==> src/rtl/sim_end_writer.sv <==
// End-of-test signaller on the DM1 write path: free-running cycle counter, and on a
// finish request writes the snapshot after the result block, then the SIM_END marker.
module sim_end_writer #(
    parameter int unsigned       ADDR_W       = 14,
    parameter logic [ADDR_W-1:0] TEST_START   = 'h2000,
    parameter logic [ADDR_W-1:0] SIM_END      = 'h3fff,
    parameter logic [31:0]       SIM_END_CODE = 32'hFFFF_FFFF
) (
    input  logic              clk,
    input  logic              rst,
    input  logic              finish_valid,
    output logic              finish_ready,
    input  logic [ADDR_W-1:0] finish_count,
    output logic              dm_req,
    output logic [ADDR_W-1:0] dm_addr,
    output logic [31:0]       dm_wdata,
    input  logic              dm_gnt,
    output logic              done,
    output logic [63:0]       cycle_count
);

    typedef enum logic [2:0] {
        S_IDLE,
        S_WR_LO,
        S_WR_HI,
        S_WR_END,
        S_DONE
    } state_t;

    state_t            r_state;
    logic [63:0]       r_cycle;
    logic [63:0]       r_snap;
    logic [ADDR_W-1:0] r_base;
    logic              r_req;
    logic [ADDR_W-1:0] r_addr;
    logic [31:0]       r_wdata;
    logic              r_done;
    logic              r_ready;

    state_t            w_state_nxt;
    logic [63:0]       w_snap_nxt;
    logic [ADDR_W-1:0] w_base_nxt;
    logic [ADDR_W-1:0] w_hi_addr;
    logic [ADDR_W-1:0] w_hi_addr_nxt;
    logic              w_req_nxt;
    logic [ADDR_W-1:0] w_addr_nxt;
    logic [31:0]       w_wdata_nxt;

    assign w_hi_addr     = r_base + ADDR_W'(1);
    assign w_hi_addr_nxt = w_base_nxt + ADDR_W'(1);

    always_comb begin
        w_state_nxt = r_state;
        w_snap_nxt  = r_snap;
        w_base_nxt  = r_base;
        case (r_state)
            S_IDLE: begin
                if (finish_valid && r_ready) begin
                    w_state_nxt = S_WR_LO;
                    w_snap_nxt  = r_cycle;
                    w_base_nxt  = TEST_START + finish_count;
                end
            end
            S_WR_LO:  if (r_base == SIM_END || dm_gnt) w_state_nxt = S_WR_HI;
            S_WR_HI:  if (w_hi_addr == SIM_END || dm_gnt) w_state_nxt = S_WR_END;
            S_WR_END: if (dm_gnt) w_state_nxt = S_DONE;
            S_DONE:   w_state_nxt = S_DONE;
            default:  w_state_nxt = S_IDLE;
        endcase
    end

    // Outputs are decoded from the next state so they register on the same edge the
    // state does; a snapshot word landing on SIM_END yields a request-free cycle.
    always_comb begin
        w_req_nxt   = 1'b0;
        w_addr_nxt  = '0;
        w_wdata_nxt = '0;
        case (w_state_nxt)
            S_WR_LO: begin
                if (w_base_nxt != SIM_END) begin
                    w_req_nxt   = 1'b1;
                    w_addr_nxt  = w_base_nxt;
                    w_wdata_nxt = w_snap_nxt[31:0];
                end
            end
            S_WR_HI: begin
                if (w_hi_addr_nxt != SIM_END) begin
                    w_req_nxt   = 1'b1;
                    w_addr_nxt  = w_hi_addr_nxt;
                    w_wdata_nxt = w_snap_nxt[63:32];
                end
            end
            S_WR_END: begin
                w_req_nxt   = 1'b1;
                w_addr_nxt  = SIM_END;
                w_wdata_nxt = SIM_END_CODE;
            end
            default: begin
                w_req_nxt   = 1'b0;
                w_addr_nxt  = '0;
                w_wdata_nxt = '0;
            end
        endcase
    end

    always_ff @(posedge clk) begin
        if (rst) begin
            r_state <= S_IDLE;
            r_cycle <= '0;
            r_snap  <= '0;
            r_base  <= '0;
            r_req   <= 1'b0;
            r_addr  <= '0;
            r_wdata <= '0;
            r_done  <= 1'b0;
            r_ready <= 1'b0;
        end else begin
            r_state <= w_state_nxt;
            r_cycle <= r_cycle + 64'd1;
            r_snap  <= w_snap_nxt;
            r_base  <= w_base_nxt;
            r_req   <= w_req_nxt;
            r_addr  <= w_addr_nxt;
            r_wdata <= w_wdata_nxt;
            r_done  <= (w_state_nxt == S_DONE);
            r_ready <= (w_state_nxt == S_IDLE);
        end
    end

    assign finish_ready = r_ready;
    assign dm_req       = r_req;
    assign dm_addr      = r_addr;
    assign dm_wdata     = r_wdata;
    assign done         = r_done;
    assign cycle_count  = r_cycle;

endmodule

==> config.mk <==
export PLATFORM = sky130hd
export DESIGN_NAME = sim_end_writer
export DESIGN_NICKNAME = d
export VERILOG_FILES = /design/src/rtl/sim_end_writer.sv
export SDC_FILE = /design/constraint.sdc
export NUM_CORES = 1
export LEC_CHECK = 0
export BUFFER_PORTS_ARGS = -buffer_cell sky130_fd_sc_hd__buf_4
export CAP_MARGIN = 20
export CORE_ASPECT_RATIO = 1.2
export CORE_MARGIN = 2
export CORE_UTILIZATION = 45
export CTS_CLUSTER_DIAMETER = 150
export DETAILED_ROUTE_END_ITERATION = 8
export PLACE_DENSITY = 0.73
export SLEW_MARGIN = 5
export SYNTH_ARGS = -nofsm -noshare
export SYNTH_HDL_FRONTEND = slang
export SYNTH_SLANG_ARGS = --single-unit
==> constraint.sdc <==
create_clock -name clk -period 11.1 [get_ports clk]
set_input_delay 0.555 -clock clk [delete_from_list [all_inputs] [get_ports clk]]
set_output_delay 0.555 -clock clk [all_outputs]
set_load 0.01 [all_outputs]
# --- Yosys cells after proc, flatten, opt, wreduce, memory -nomap -nowiden ---
# Index checks and enable logic that the tools add are counted.
word_totals:
  regBits: 194
  out_inout_bits: 113
  wordCells: 48
op_classes:
  addsub: 4
  n_eq_ne: 12
  mux: 18
  reduce_logical: 5
op_table:
  columns: ["cell", "count"]
  rows:
  - ["$mux 64", 2]
  - ["$pmux 32 s3", 1]
  - ["$add 64x1->64 const B", 1]
  - ["$mux 32", 2]
  - ["$mux 14", 4]
  - ["$pmux 14 s3", 1]
  - ["$add 14x1->14 const B", 2]
  - ["$eq 14x14->1 const B", 2]
  - ["$ne 14x14->1 const B", 2]
  - ["$pmux 3 s5", 1]
  - ["$add 14x14->14 const A", 1]
  - ["$eq 3x2->1 const B", 4]
  - ["$mux 3", 4]
  - ["$eq 3x1->1 const B", 2]
  - ["$eq 3x3->1 const B", 2]
  - ["$logic_not 3->1", 2]
  - ["$pmux 1 s3", 1]
  - ["$logic_or 1x1->1", 2]
  - ["$mux 1", 2]
  - ["$logic_and 1x1->1", 1]

# --- Logic depth before layout (Yosys ltp) ---
logic_depth:
  depth_word: 7
  mapped_depth: 18

# --- Worst setup path after synthesis ---
# Ideal clock, no wire load.
synth_timing:
  path_kind: "in2reg"
  start: "in finish_valid"
  end: "reg r_addr[9] (netlist: dm_addr[9])"
  setup_ns: 0.132
  arrival_time_ns: 4.069
  t_required_ns: 10.968
  path_slack_ns: 6.899
  stages: 16
  path_buffers: 4
  cell_sequence: "nand4bb_1 clkbuf_1 nor2_1 clkbuf_1 clkbuf_1 nand2_1 nand2_1 ha_1 nand4_1 nor4_1 nor2_1 o311ai_1 clkbuf_1 nor2_1 a311oi_1 a21oi_1"
synth_between:
  elab_chain_len: 7
synth_rtl:
  columns: ["item", "line_no", "rtl"]
  rows:
  - ["start, declared", "11", "input logic finish_valid,"]
  - ["$logic_and 1x1->1 (*)", "58", "if (finish_valid && r_ready) begin"]
  - ["$mux 14 (*)", "58", null]
  - ["$mux 14 (*)", "56", "case (r_state)"]
  - ["via w_base_nxt[1]", "42", "logic [ADDR_W-1:0] w_base_nxt;"]
  - ["$add 14x1->14", "50", "assign w_hi_addr_nxt = w_base_nxt + ADDR_W'(1);"]
  - ["$ne 14x14->1", "87", "if (w_hi_addr_nxt != SIM_END) begin"]
  - ["$mux 14", "87", null]
  - ["$pmux 14 s3 (*)", "78", "case (w_state_nxt)"]
  - ["end signal, assigned", "123", "r_addr <= w_addr_nxt;"]
  - ["end, declared", "35", "logic [ADDR_W-1:0] r_addr;"]
# Mark *: on every way through the listed nets, which the timed path passes. The rest lies on a longest branch.
# A chain may end at the register's enable or synchronous reset.

# --- Worst setup path in the final report ---
layout_timing:
  start: "reg r_state[0]"
  end: "reg r_addr[2] (netlist: dm_addr[2])"
layout_between:
  elab_chain_len: 6
layout_rtl:
  columns: ["item", "line_no", "rtl"]
  rows:
  - ["start, declared", "30", "state_t r_state;"]
  - ["start signal, assigned", "118", "r_state <= w_state_nxt;"]
  - ["$logic_not 3->1 (*)", "56", null]
  - ["$mux 14 (*)", "56", null]
  - ["via w_base_nxt[0]", "42", null]
  - ["$add 14x1->14", "50", null]
  - ["$ne 14x14->1", "87", null]
  - ["$mux 14", "87", null]
  - ["$pmux 14 s3 (*)", "78", null]
# Marks and branches as above.

==> results.yml <==
floorplan:
  core-area_um2: 18100
  dieArea_um2: 19500
  initial_core_util: 0.458
  die_y_um: 153
  row_count: 54
  fp.dieW_um: 128
  io_pins: 131
sta:
  worst_pin_slew_ns: 1.09
  tns_ns: 0
  finalCritPeriodShare: 0.386
  fin_crit_ns: 4.28
  layout_setup_ws_ns: 6.82
  slew_violations: 0
  fmax_mhz: 234
  rsz0062_at_grt: "false"
  finalHoldViolations: 0
  finalSetupViolCount: 0
  skew_ns: 0.00974
  max_slew_margin: 0.270
synthesis:
  yosys_warnings: 0
  syn_inst: 1020
  netlist_area_um2: 8290
  synth_compound_area_frac: 0.139
  ys_types: 63
  synth_ff_type: "dfxtp_1"
  synth.top_cells.by_area: "dfxtp_1, nor2_1, nand2_1"
  synthArstFlopShare: 0
  synth.area.mux_share: 0.0460
  synth_top_area_share: 0.468
  yosys.area.top_type: "dfxtp_1"
  synth-seq-cells: 194
  synth-xor-area-share: 0.0570
  synth_edf_count: 0
  synth_area_per_cell_um2: 8.13
  syn-num-nets: 1041
  synthSimpleGateAreaFrac: 0.253
  synthAdderAreaFrac: 0.00453
  ys_seq_area_frac: 0.468
  synth_top_family_by_area: "simple AND/OR/NAND/NOR gates"
detailed_routing:
  detail-route-antenna-nets: 0
  drt_iter0_markers: 654
  via_per_inst: 5.57
  drc_errors: 0
  dr.pass1.iters: 5
  routed_wl_um: 22400
  wl_per_cell_um: 16.5
  vias: 7577
global_route:
  grt_usage: 0.228
  grt_max_degree: 103
  grt_pass1_vias: 6857
  grt_overflow: 0
  antenna_found_initial: 0
  grt_pass1_wl_um: 35500
outcome:
  status: "complete, no violations"
critical_path:
  regToRegStartpoint: "r_state[0]"
  cp.arrival_ns: 4.63
  critPathMaxStageDelay_ns: 0.59
  worstSetupStartpoint: "r_state[0]"
  critPathTopFamily: "simple AND/OR/NAND/NOR gates"
  cp.depth: 14
  r2r_slack_ns: 6.82
  cp.required_ns: 11.45
  crit_chain: "nand4bb_1 -> nor2_4 -> a21oi_1 -> inv_1 -> ha_1 -> nand4_1 -> nor4_1 -> o2bb2a_1 -> o32a_1 -> nor2_1 -> a21oi_4 -> buf_4 -> nand3_1 -> a31oi_1"
  cp_num_buf_inv: 2
  critPathKind: "reg -> reg"
  critPathCapture: "dm_addr[2]"
  worstSetupStartpointType: "flop"
  worstPathMaxFanout: 24
  worst_r2r_path_depth: 14
  critPathSlowestCell: "a21oi_4"
  r2r-end: "dm_addr[2]"
  cp-end-kind: "flop"
power_and_ir_drop:
  p_int_mw: 1.09
  powerDensity_nw_per_um2: 145
  pwr-share-comb: 0.092
  pwr-share-seq: 0.490
  switchingPower_mw: 0.367
  p_leak_nw: 4.05
  switching_share: 0.252
  pwr-share-clk: 0.418
  vdd_drop_max_v: 0.0000979
hold_path:
  hold_path_class: "in -> reg"
  hp-start: "finish_count[0]"
cts:
  hold_buffers: 0
  clock_latency_ns: 0.43
  cts.sinks: 194
  clk_pin_slew_ns: 0.06
  cts_tree: "yes"
  cts_root_buffer: "clkbuf_16"
  clk_path_buf_depth: 2
  cts_made_buffers: 17
  cts_resized: 0
  htree_levels: 4
  post_cts_buffers: 0
placed_design:
  place_hpwl_um: 15300
  place.port_buffers: 130
  routabilityCongestion: 0.935
  place_ws_ns: 6.74
finish:
  fin_nets: 1144
  drive_above_1_share: 0.161
  synthToLayoutAreaGrowth_pct: 21.0
  num_antenna_cells: 0
flow_run:
  max_cap_violations: 0
==> stage by stage <==
step                std cells   util  hold WS (ns)  power [mW]  cell area, um2
global placement         1328  0.522         0.450       0.861            9450
detailed placement       1328  0.522         0.456       0.860            9450
CTS                      1360  0.554         0.430        1.47           10000
global route             1360  0.554         0.448        1.50           10000
finish                   1360  0.554         0.445        1.45           10000
floorplan                1020      -         0.444       0.811            8290
==> cells by family after synthesis <==
family          after synthesis
flops                       194
buf+inv                      69
compound gates              203
simple gates                459
xor+xnor                     54
fa+ha+maj                     3
mux                          38
==> cell usage after synthesis (2+ instances only) <==
master / count
dfxtp_1: 194
nor2_1: 165
nand2_1: 146
a21oi_1: 96
o21ai_0: 59
clkbuf_1: 42
xor2_1: 40
mux2i_1: 37
nand3_1: 36
nand4_1: 20
or3_1: 19
xnor2_1: 14
inv_1: 13
nor3_1: 11
a31oi_1: 9
and3_1: 9
buf_2: 8
nand2b_1: 8
nor4_1: 8
nor2b_1: 7
and2_1: 6
and4_1: 6
buf_1: 6
a2111oi_0: 4
a211oi_1: 4
ha_1: 3
nand3b_1: 3
or4_1: 3
a21boi_0: 2
a41oi_1: 2
and4b_1: 2
o211ai_1: 2
o21a_1: 2
o21ai_1: 2
o22ai_1: 2
o32a_1: 2
or2_2: 2
==> area by class of cell <==
cell class | instances | area [um2]
clock buffer | 20 | 457
inverter | 13 | 48.8
fill | 1718 | 8070
timing repair buffer | 140 | 1050
clock inverter | 12 | 130
tap | 224 | 280
multi-input combinational | 757 | 4190
sequential | 194 | 3880
==> worst register-to-register path: cells and delay by family, from the launching register on <==
family | cells | cell delay, ns
AND/OR/NAND/NOR | 6 | 1.67
AO/OA/AOI/OAI | 5 | 1.36
buffers and inverters | 2 | 0.51
flip-flops | 1 | 0.37
adder cells (fa/ha/maj) | 1 | 0.30
==> registers in the layout (all words and copies together), names as in the netlist <==
register	flops
cycle_count	64
r_snap	64
dm_wdata	32
dm_addr	14
r_base	14
r_state	3
dm_req	1
done	1
finish_ready	1
==> layer usage <==
metal,global-route usage,wire [um],part of all wire
met1,0.283,9340,0.42
met2,0.388,11300,0.50
met3,0.0502,1290,0.057
met4,0.0790,497,0.022
met5,0,0,0
==> power by group through the flow <==
stage / Combinational (mW) / Clock, mW / Sequential [mW]
global placement: 0.133 / 0 / 0.728
floorplan: 0.0836 / 0 / 0.727
CTS: 0.133 / 0.620 / 0.712
detailed placement: 0.132 / 0 / 0.728
global route: 0.144 / 0.647 / 0.713
finish: 0.134 / 0.609 / 0.713
==> cells in the final DEF (no fill, tap or decap), drive strengths merged, types with 13 or more instances in the layout <==
cell type / count
dfxtp: 194
o21ai: 61
inv: 15
xnor2: 14
buf: 140
nand3: 36
nand4: 21
mux2i: 37
nand2: 146
nor3: 13
a21oi: 97
xor2: 40
clkbuf: 20
nor2: 165
or3: 19
==> how the worst min path moves through the flow <==
stage,cells after the start,slack (ns),endpoint
2_1_floorplan,2,0.44,r_snap[32]
3_3_place_gp,2,0.45,r_snap[38]
3_5_place_dp,2,0.46,r_snap[33]
4_1_cts,3,0.43,r_base[0]
5_1_grt,3,0.45,r_base[0]
6_report,3,0.45,r_base[0]
(Power assumes the default switching activity.)
